<file path="src/rtl/serving_mem_sched.sv">
// serving_mem_sched
//   Registered round-robin scheduler sharing the single-port serving RAM
//   Wishbone port between the SERV instruction bus (read-only) and the data
//   bus. A bounded-wait watchdog forces completion if the memory never acks,
//   and it sets a sticky error flag when it does so.
//
//   Ports
//     i_clk, i_rst_n          clock, asynchronous active-low reset
//     i_ibus_adr/stb          instruction fetch request (held until ack)
//     o_ibus_ack              one-cycle ibus completion pulse
//     i_dbus_adr/dat/sel/we   data request fields
//     i_dbus_stb              data request (held until ack)
//     o_dbus_ack              one-cycle dbus completion pulse
//     o_cpu_rdt               read data, valid alongside either ack
//     o_mem_adr/dat/sel/we    registered memory request fields
//     o_mem_stb               memory strobe, high only while in MEM
//     i_mem_rdt, i_mem_ack    memory response
//     o_err                   sticky: a watchdog timeout occurred since reset
module serving_mem_sched #(
    parameter int AW      = 32,
    parameter int TIMEOUT = 15
) (
    input  logic          i_clk,
    input  logic          i_rst_n,
    input  logic [AW-1:0] i_ibus_adr,
    input  logic          i_ibus_stb,
    output logic          o_ibus_ack,
    input  logic [AW-1:0] i_dbus_adr,
    input  logic [31:0]   i_dbus_dat,
    input  logic [3:0]    i_dbus_sel,
    input  logic          i_dbus_we,
    input  logic          i_dbus_stb,
    output logic          o_dbus_ack,
    output logic [31:0]   o_cpu_rdt,
    output logic [AW-1:0] o_mem_adr,
    output logic [31:0]   o_mem_dat,
    output logic [3:0]    o_mem_sel,
    output logic          o_mem_we,
    output logic          o_mem_stb,
    input  logic [31:0]   i_mem_rdt,
    input  logic          i_mem_ack,
    output logic          o_err
);

    localparam logic [7:0] TIMEOUT_CNT = 8'(TIMEOUT);

    typedef enum logic [1:0] {
        IDLE = 2'd0,
        MEM  = 2'd1,
        RESP = 2'd2
    } state_t;

    state_t      state_q, state_d;
    logic        last_dbus_q;   // 1 when dbus won the most recent grant
    logic        gnt_dbus_q;    // master owning the current transfer
    logic [7:0]  wait_cnt_q;
    logic [7:0]  wait_nxt;

    logic        grant;
    logic        grant_dbus;
    logic        mem_done;
    logic        timeout;

    assign wait_nxt = wait_cnt_q + 8'd1;

    // NOTE: every signal assigned in this block gets a default first, so no
    // path leaves one unassigned and no latch is inferred.
    always_comb begin
        state_d    = state_q;
        grant      = 1'b0;
        grant_dbus = 1'b0;
        mem_done   = 1'b0;
        timeout    = 1'b0;
        case (state_q)
            IDLE: begin
                if (i_ibus_stb || i_dbus_stb) begin
                    grant      = 1'b1;
                    // Under contention the master that lost last time wins.
                    grant_dbus = i_dbus_stb && (!i_ibus_stb || !last_dbus_q);
                    state_d    = MEM;
                end
            end
            MEM: begin
                // An ack arriving on the final allowed cycle beats the watchdog.
                if (i_mem_ack) begin
                    mem_done = 1'b1;
                    state_d  = RESP;
                end else if (wait_nxt == TIMEOUT_CNT) begin
                    timeout = 1'b1;
                    state_d = RESP;
                end
            end
            RESP:    state_d = IDLE;  // no grant here: lets the master drop stb
            default: state_d = IDLE;
        endcase
    end

    // NOTE: sequential state uses non-blocking assignments so every flop
    // samples pre-edge values regardless of statement order.
    always_ff @(posedge i_clk or negedge i_rst_n) begin
        if (!i_rst_n) begin
            state_q <= IDLE;
        end else begin
            state_q <= state_d;
        end
    end

    always_ff @(posedge i_clk or negedge i_rst_n) begin
        if (!i_rst_n) begin
            last_dbus_q <= 1'b1;   // ibus wins the first tie after reset
            gnt_dbus_q  <= 1'b0;
            wait_cnt_q  <= 8'd0;
            o_mem_adr   <= '0;
            o_mem_dat   <= 32'd0;
            o_mem_sel   <= 4'd0;
            o_mem_we    <= 1'b0;
            o_cpu_rdt   <= 32'd0;
            o_err       <= 1'b0;
        end else begin
            if (grant) begin
                wait_cnt_q  <= 8'd0;
                gnt_dbus_q  <= grant_dbus;
                last_dbus_q <= grant_dbus;
                if (grant_dbus) begin
                    o_mem_adr <= i_dbus_adr;
                    o_mem_dat <= i_dbus_dat;
                    o_mem_sel <= i_dbus_sel;
                    o_mem_we  <= i_dbus_we;
                end else begin
                    o_mem_adr <= i_ibus_adr;
                    o_mem_dat <= 32'd0;
                    o_mem_sel <= 4'hf;
                    o_mem_we  <= 1'b0;
                end
            end else if (state_q == MEM) begin
                wait_cnt_q <= wait_nxt;
            end

            if (mem_done) begin
                o_cpu_rdt <= i_mem_rdt;
            end else if (timeout) begin
                o_cpu_rdt <= 32'd0;
                o_err     <= 1'b1;
            end
        end
    end

    // Decoded straight from state flops so an async reset drops the strobe
    // and suppresses the ack pulse without waiting for a clock edge.
    assign o_mem_stb  = (state_q == MEM);
    assign o_ibus_ack = (state_q == RESP) && !gnt_dbus_q;
    assign o_dbus_ack = (state_q == RESP) &&  gnt_dbus_q;

endmodule
</file>
<file path="config.mk">
export PLATFORM = sky130hd
export DESIGN_NAME = serving_mem_sched
export DESIGN_NICKNAME = d
export VERILOG_FILES = /design/src/rtl/serving_mem_sched.sv
export SDC_FILE = /design/constraint.sdc
export NUM_CORES = 1
export LEC_CHECK = 0
export BUFFER_PORTS_ARGS = -buffer_cell sky130_fd_sc_hd__buf_2
export CAP_MARGIN = 15
export CORE_MARGIN = 2
export CORE_UTILIZATION = 35
export CTS_CLUSTER_DIAMETER = 200
export DETAILED_ROUTE_END_ITERATION = 7
export PLACE_DENSITY = 0.69
export SETUP_SLACK_MARGIN = 0.15
export SYNTH_ARGS = -nofsm -noshare
export SYNTH_HDL_FRONTEND = slang
export SYNTH_SLANG_ARGS = --single-unit
</file>
<file path="constraint.sdc">
create_clock -name i_clk -period 1.5 [get_ports i_clk]
set_input_delay 0 -clock i_clk [delete_from_list [all_inputs] [get_ports i_clk]]
set_output_delay 0 -clock i_clk [all_outputs]
set_load 0.005 [all_outputs]
</file>
After elaboration in Yosys (flattened, before gate mapping)
Cells that the tools add are included.
- mux-type cells: 21
- reduce and logical (&&, ||, !) cells: 13
- bitwise gates (word level): 1
- equal/unequal tests: 5
- $add $sub $neg: 1
- operators with widths (cell ; count):
    2-to-1 mux 32 bit ; 4
    2-to-1 mux 8 bit ; 2
    2-to-1 mux 1 bit ; 10
    adder 8 x 1 -> 8 bit (second input constant) ; 1
    == test 8 x 4 -> 1 bit (second input constant) ; 1
    2-to-1 mux 2 bit ; 3
    2-to-1 mux 4 bit ; 1
    case mux 2 bit (2 select lines) ; 1
    AND reduction 2 bit ; 2
    nonzero test 2 bit ; 2
    logical AND 1 bit ; 3
    zero test 1 bit ; 3
    inequality test 3 x 1 -> 1 bit (second input constant) ; 1
    == test 2 x 1 -> 1 bit (second input constant) ; 1
    == test 2 bit (second input constant) ; 1
    zero test 2 bit ; 1
    logical OR 1 bit ; 2
    inequality test 2 bit (second input constant) ; 1
    NOT 1 bit ; 1
- logic and storage cells: 51
- register bits after elaboration: 114
- input port bits: 138

Logic depth before layout (Yosys ltp)
Gate-level depths: netlist (run 1).
- word-level depth: 7
- gate-level depth with buffers: 8

Worst setup path before layout (run 1)
No wires, ideal clock.
- path kind: register -> register
- start point: reg wait_cnt_q[0]
- end point: reg o_cpu_rdt[10]
- arrival time: 1.388 ns
- library setup time: 0.125 ns
- path slack: -0.013 ns
- stages on the path, launching flop included: 7
- path through: dfrtp_1 > ha_1 > a21oi_1 > mux2i_1 > o21ai_2 > buf_2 > o21ai_1
- longest elaborated chain between the ends: 6
- ends and longest elaborated chain (what ; line ; source):
    from (decl) ; 56 ; logic [7:0] wait_cnt_q;
    from (signal assigned) ; 136 ; wait_cnt_q <= wait_nxt;
    adder 8 x 1 -> 8 bit ; 64 ; assign wait_nxt = wait_cnt_q + 8'd1;
    == test 8 x 4 -> 1 bit ; 88 ; end else if (wait_nxt == TIMEOUT_CNT) begin
    2-to-1 mux 1 bit ; 88 ;
    2-to-1 mux 1 bit ; 85 ; if (i_mem_ack) begin
    2-to-1 mux 1 bit ; 74 ; case (state_q)
    nonzero test 2 bit (no source line) ; - ;
    to (signal assigned) ; 140 ; o_cpu_rdt <= i_mem_rdt;
    to (decl) ; 34 ; output logic [31:0] o_cpu_rdt,
No other way between the ends.
A chain may end at the register's enable or synchronous reset.

Worst setup path after layout (run 1)
- start point: reg wait_cnt_q[0]
- end point: reg o_cpu_rdt[20]
Same word-level chain as after synthesis.

==> results of run 1 <==
## timing repair
action                                  in CTS  in global routing
hold buffers                               135                  0
gates resized for setup                     64                 84
endpoints found under the hold margin      217                  0
setup buffers                               10                  8
pin swaps                                   65                 65
gates cloned                                 7                  8
endpoints found under the setup margin     100                 85
## worst reg2reg max path: cells and delay by family (launching register included)
kind	cells	cell delay, ps
compound gates	2	190
fa+ha+maj	1	180
buf+inv	3	380
flops	1	390
simple gates	2	410
## cell usage in the layout, fill, tap and decap left out, types with 2 or more instances in the layout
cell / count
buf_2: 240
dlygate4sd3_1: 135
dfrtp_1: 111
nand2_1: 38
nor2_1: 38
a22o_1: 33
nand2b_1: 32
o21ai_2: 31
a22oi_2: 30
a31oi_1: 25
clkbuf_16: 22
nand2_4: 20
buf_4: 17
nand2_2: 15
buf_12: 14
buf_6: 9
a31oi_4: 8
o21ai_0: 7
buf_16: 7
diode_2: 5
clkinv_2: 5
o22a_1: 4
a21oi_1: 4
clkbuf_8: 4
inv_1: 3
and3_4: 3
nand3_1: 3
o21ai_4: 3
o21ai_1: 3
clkbuf_1: 3
o31ai_2: 2
nand4_1: 2
a22oi_1: 2
buf_8: 2
dfrtp_2: 2
## state kept, by name (all words and copies together), names as in the netlist
name	flops
o_err	1
o_mem_adr	32
state_q	2
last_dbus_q	1
o_cpu_rdt	32
o_mem_we	1
o_mem_dat	32
wait_cnt_q	8
gnt_dbus_q	1
o_mem_sel	4
## worst max path at each step
stage             startpoint       endpoint  slack, ps  depth (start not counted)
3_5_place_dp   wait_cnt_q[0]   o_cpu_rdt[9]       -170                          7
5_1_grt        wait_cnt_q[0]  o_cpu_rdt[20]       -260                          8
3_3_place_gp   wait_cnt_q[0]  o_cpu_rdt[13]         -9                          7
2_1_floorplan  wait_cnt_q[0]  o_cpu_rdt[10]         30                          7
6_report       wait_cnt_q[0]  o_cpu_rdt[20]       -190                          8
4_1_cts        wait_cnt_q[0]  o_cpu_rdt[29]       -140                          8
## stage by stage
stage                     total power, mW  area, sq um  cells  utilization, %  hold WS (ps)
after floorplan                      8.68         5100    476               -          -296
after global placement               10.8         6550    880            46.8           134
after detailed placement             11.1         6550    880            46.8           139
after CTS                            16.0         8940   1062            63.9          76.9
after global routing                 18.3         9580   1080            68.5           180
final                                17.4         9590   1083            68.6           155
## area by class of cell
cell class / instances / area, sq um
tap: 180 / 225
fill: 930 / 4400
inverter: 4 / 17.5
clock buffer: 24 / 492
antenna: 5 / 12.5
sequential: 114 / 2860
timing repair buffer: 429 / 3410
clock inverter: 6 / 55.1
multi-input combinational: 321 / 2520
## kinds of logic (layout without fill, tap and decap cells)
logic type,after synthesis,count (layout),share of synthesized area (%)
flip-flops,114,114,56.3
adder cells (fa/ha/maj),2,2,0.494
other,0,5,0
AO/OA/AOI/OAI,157,157,24.0
AND/OR/NAND/NOR,161,161,14.5
buffers and inverters,41,463,4.52
multiplexers,1,1,0.197
## metal layers
layer | vias up | GRT usage [%]
met4 | 0 | 14.9
met5 | - | 0
met2 | 280 | 40.0
met1 | 2784 | 25.3
met3 | 81 | 6.36
li1 | 2525 | -
## power by group
group	internal [mW]	switching [mW]	leakage, nW	total, mW
logic	4.28	3.93	2.88	8.21
clock network	2.41	1.32	0.276	3.73
registers	4.44	1.04	1.35	5.48
==> out/qor.txt, run 1 <==
Area delta synth->final: 89.2%
Yosys top cell area share: 55.8%
Distinct cells, synth: 37
Initial antenna violation count: 3
Num CTS Buffers: 17
Std-Cell Rows: 43
FMAX: 593 MHz
Most common flop cell mapped by yosys: dfrtp_1
Pre-Repair DR Iteration Count: 5
H-tree levels: 4
DR vias/cell: 5.24
Worst-path maximum fanout: 5
Root Buffer Master: clkbuf_16
Synth Warn #: 0
GP Congestion: 0.902
Reg2Reg Setup Slack: -190 ps
First-pass GRT wire length: 28.9 mm
Max IR drop VDD: 0.00103 V
CP Launch Type: flip-flop
Buf/Inv on CP: 3
Die Footprint: 0.0155 sq mm
GRT Util Overall: 23.3%
Largest delay share family, worst path: simple AND/OR/NAND/NOR gates
P per Cell Area: 1820 mW/mm^2
Ys async rst share: 100%
Crit path largest cell delay: 390 ps
# setup viols final: 46
DR WL met2: 10.6 mm
Post-route antenna net violation count: 0
Top cells by area, synth: dfrtp_1 56%, a22oi_2 7.4%, a22o_1 5.7%, nand2_1 5.4%, a31oi_1 4.1%
Ports: 243
Post-Syn Area: 0.00507 sq mm
Slew HR: 59.0%
DRT Wirelength: 20.1 mm
Clock skew: 6.00 ps
WHS Path Cells: 5
Worst R2R Start: wait_cnt_q[0]
Final worst-path cycle share: 112%
CTS tree: done
Largest area contributor in the netlist: dfrtp_1
Period minus WS final: 1690 ps
Leak Pwr: 4.50 nW
Min-delay src: i_dbus_stb
Failing checks: setup timing
Slowest-stage cell, CP: dfrtp_1
FF-to-FF path depth: 8
Fin nets: 1027
Number of synthesized flops with an enable pin: 0
Initial core utilization: 36.2%
CP Class: reg -> reg
Port bufs: 242
Post-DP HPWL: 9.66 mm
Slew at the pin closest to its max-slew limit: 615 ps
Die width: 124 microns
Vias in the first global route: 5745
Remaining DRCs: 0
Post-synthesis sequential area ratio: 56.3%
Yosys reg bits: 114
Routed via count: 5670
CP required: 1790 ps
DRT iter0 DRCs: 496
Final hold vios: 0
Core area: 0.0140 sq mm
GRT Residual Overflow: 0
Met3 wire len: 1.14 mm
Routed len/inst: 18.6 microns
CTS clk-pin slew, worst paths: 50 ps
Layout cells sized above 1: 49.9%
Met1 wire length: 7.43 mm
Status: complete, but fails checks
HP Class: in -> reg
Avg Inst Size Synth: 10.7 sq um
Die H: 124 microns
Maxcap violations: 0
Worst R2R End: o_cpu_rdt[20]
Setup ws final: -185 ps
Uppermost routed layer: met4
Crit end category: flip-flop
Post-synth top cells: 113 x dfrtp_1, 73 x nand2_1, 38 x nor2_1
WHS Endpoint: wait_cnt_q[0]
Worst path cell trace: inv_1 -> ha_2 -> nor3b_4 -> nand4b_1 -> o21ai_4 -> buf_12 -> clkbuf_16 -> o21ai_2
Fin Setup TNS: -5440 ps
Top-count cell post-synth: dfrtp_1
RSZ-0062 raised after global routing: true
Post-synthesis net count: 616
Clock buffer depth: 2
Place WS: -173 ps
CTS Sinks: 114
Pin count of the biggest net entering global routing: 115
Slew Viols, Final: 0
Mapped Cells: 476
WP data arrival: 1980 ps
Clock Latency Late Sink: 410 ps
Power figures use the tool's default switching activity.
==> run 2: changes to the inputs <==
--- a/config.mk
+++ b/config.mk
@@ -5,13 +5,15 @@
 export SDC_FILE = /design/constraint.sdc
 export NUM_CORES = 1
 export LEC_CHECK = 0
+export ABC_AREA = 1
 export BUFFER_PORTS_ARGS = -buffer_cell sky130_fd_sc_hd__buf_2
 export CAP_MARGIN = 15
 export CORE_MARGIN = 2
 export CORE_UTILIZATION = 35
+export CTS_BUF_LIST = sky130_fd_sc_hd__clkbuf_4 sky130_fd_sc_hd__clkbuf_8
 export CTS_CLUSTER_DIAMETER = 200
 export DETAILED_ROUTE_END_ITERATION = 7
-export PLACE_DENSITY = 0.69
+export PLACE_DENSITY = 0.67
 export SETUP_SLACK_MARGIN = 0.15
 export SYNTH_ARGS = -nofsm -noshare
 export SYNTH_HDL_FRONTEND = slang
==> constraint.sdc (replaced) <==
create_clock -name i_clk -period 2.2 [get_ports i_clk]
set_input_delay 0 -clock i_clk [delete_from_list [all_inputs] [get_ports i_clk]]
set_output_delay 0 -clock i_clk [all_outputs]
set_load 0.005 [all_outputs]
==> out/qor.txt, run 2 <==
Status: finished, final reports clean
WP data arrival: 2200 ps
Number of synthesized flops with an enable pin: 0
Clock buffer depth: 2
N_diodes: 0
Post-synthesis net count: 635
Remaining DRCs: 0
Post-Syn Area: 0.00485 sq mm
Mapped Cells: 495
Post-route cell area: 0.00800 sq mm
Net switching share of the total power: 36.3%
Synth Warn #: 0
Clock Latency Late Sink: 430 ps
DRT Wirelength: 15.9 mm
Std-Cell Rows: 43
Post-synth top cells: 124 x nand2_1, 113 x dfrtp_1, 64 x a21oi_1
Avg Inst Size Synth: 9.80 sq um
Slew HR: 50.2%
CP Class: reg -> reg
Most common flop cell mapped by yosys: dfrtp_1
Final worst-path cycle share: 85.7%
Final hold vios: 0
Core area: 0.0137 sq mm
Distinct cells, synth: 24
DR vias/cell: 4.81
HP Class: in -> async
Worst-path maximum fanout: 34
# setup viols final: 0
Reg power frac: 39.4%
Post-synthesis sequential area ratio: 58.8%
Yosys top cell area share: 58.3%
Largest regs: o_cpu_rdt: 32 flops, o_mem_adr: 32 flops, o_mem_dat: 32 flops
Most frequent cells in the layout: 241 x buf_2, 135 x dlygate4sd3_1, 124 x nand2_1
Routed via count: 5108
DP Area: 0.00626 sq mm
Ports: 243
Top-count cell post-synth: nand2_1
Port bufs: 242
Slew Viols, Final: 0
CTS tree: done
Clock skew: 13.9 ps
Yosys reg bits: 114
Slew at the pin closest to its max-slew limit: 747 ps
FMAX: 530 MHz
Part of the power in combinational logic: 39.9%
CTS clk-pin slew, worst paths: 80 ps
Layout cells sized above 1: 36.6%
Post-route antenna net violation count: 0
Crit end category: flip-flop
Root Buffer Master: clkbuf_8
H-tree levels: 4
Commonest non-fill, non-tap cell in the layout: buf_2
Max IR drop VDD: 0.000532 V
Area delta synth->final: 64.9%
Routed len/inst: 14.9 microns
Die H: 122 microns
Ys async rst share: 100%
Fin Setup TNS: 0 ps
Post_cts resized: 0
Die Footprint: 0.0148 sq mm
Period minus WS final: 1890 ps
Pre-Repair DR Iteration Count: 4
Largest area contributor in the netlist: dfrtp_1
Initial core utilization: 35.4%
Num CTS Buffers: 17
Clock power frac: 20.6%
Number of fill cells: 1157
Vias in the first global route: 5053
Pin count of the biggest net entering global routing: 68
Layout Utilization: 58.3%
Initial antenna violation count: 0
Leak Pwr: 4.05 nW
CTS Sinks: 114
First-pass GRT wire length: 24.4 mm
Pint: 5.92 mW
Fin nets: 1010
GRT Util Overall: 21.1%
Post-DP HPWL: 9.10 mm
Die width: 122 microns
GRT Residual Overflow: 0
Top cells by area, synth: dfrtp_1 58%, nand2_1 9.6%, a21oi_1 6.6%, a22o_1 6.1%, nand3_2 4.9%
CP required: 2510 ps
GP Congestion: 0.843
Maxcap violations: 0
RSZ-0062 raised after global routing: false
CP Launch Type: flip-flop
Worst hold margin: 109 ps
DRT iter0 DRCs: 247
P per Cell Area: 1160 mW/mm^2
Sw Pwr: 3.37 mW
==> run 2: cell count changes in the layout (fill, tap and decap cells not counted), sizes merged, moves of 4 or more <==
cell,before,now
nor2,39,43
a31oi,33,0
o22a,4,0
a22oi,32,0
nand3,4,41
o21ai,44,9
a21oi,5,64
inv,4,22
buf,289,252
o22ai,1,5
clkbuf,29,22
nand2,73,125
diode,5,0
nand2b,33,0
==> run 2: cell families after synthesis <==
group           after synthesis  synth area share (%)
simple gates                213                  20.9
compound gates              113                  14.5
fa+ha+maj                     2                 0.516
flops                       114                  58.8
buf+inv                      53                  5.28
==> run 2: timing repair <==
action                                 CTS  global route
endpoints found under the hold margin  209             0
hold buffers                           135             0
buffers inserted                         0             0
==> run 2: area by class of cell <==
| class | instances | area [sq um] | area share [%] |
|---|---|---|---|
| Clock buffer | 22 | 284 | 3.55 |
| Clock inverter | 10 | 109 | 1.36 |
| Timing Repair Buffer | 387 | 2690 | 33.6 |
| Inverter | 22 | 82.6 | 1.03 |
| Multi-Input combinational cell | 328 | 1760 | 22.0 |
| Tap cell | 180 | 225 | 2.81 |
| Sequential cell | 114 | 2850 | 35.7 |
==> run 2: worst max-delay path, stage by stage (launching register included) <==
cell and delay (ps):
dfrtp_1 420, ha_1 260, nand2_2 100, inv_1 50, nor2_2 100, nand3_1 100
nor2_2 160, nand4_4 100, buf_4 300, nand3_1 130, nand2_1 50
==> run 2: metal layers <==
metal	part of all wire [%]	track usage (%)
met5	0	0
met4	3.0	9.63
met2	51	36.3
met1	40	24.2
met3	5.9	6.27
==> run 2: through the flow <==
step / worst slack [ps] / power, mW / instances
3_3_place_gp: 383 / 7.11 / 896
2_1_floorplan: 566 / 5.54 / 495
6_report: 314 / 9.29 / 1063
5_1_grt: 171 / 9.94 / 1063
4_1_cts: 332 / 9.31 / 1063
3_5_place_dp: 337 / 7.17 / 896
==> run 2: path summary, 6_finish.rpt <==
kind / endpoint / slack, ps / cells past startpoint / startpoint
worst max-delay path: o_cpu_rdt[22] / 310 / 10 / wait_cnt_q[0]
worst min-delay path: o_cpu_rdt[21] / 110 / 2 / i_rst_n
worst max register to register: o_cpu_rdt[22] / 310 / 10 / wait_cnt_q[0]
worst min register to register: last_dbus_q / 460 / 2 / last_dbus_q
max in group asynchronous: o_mem_adr[7] / 1460 / 3 / i_rst_n
min in group i_clk: gnt_dbus_q / 110 / 4 / i_dbus_stb
==> run 2: power groups by stage <==
| stage | sequential [mW] | clock, mW | combinational, mW |
|---|---|---|---|
| global route | 3.77 | 2.06 | 4.10 |
| global placement | 3.67 | 0 | 3.45 |
| floorplan | 3.75 | 0 | 1.79 |
| CTS | 3.65 | 1.98 | 3.68 |
| finish | 3.66 | 1.92 | 3.71 |
| detailed placement | 3.66 | 0 | 3.50 |
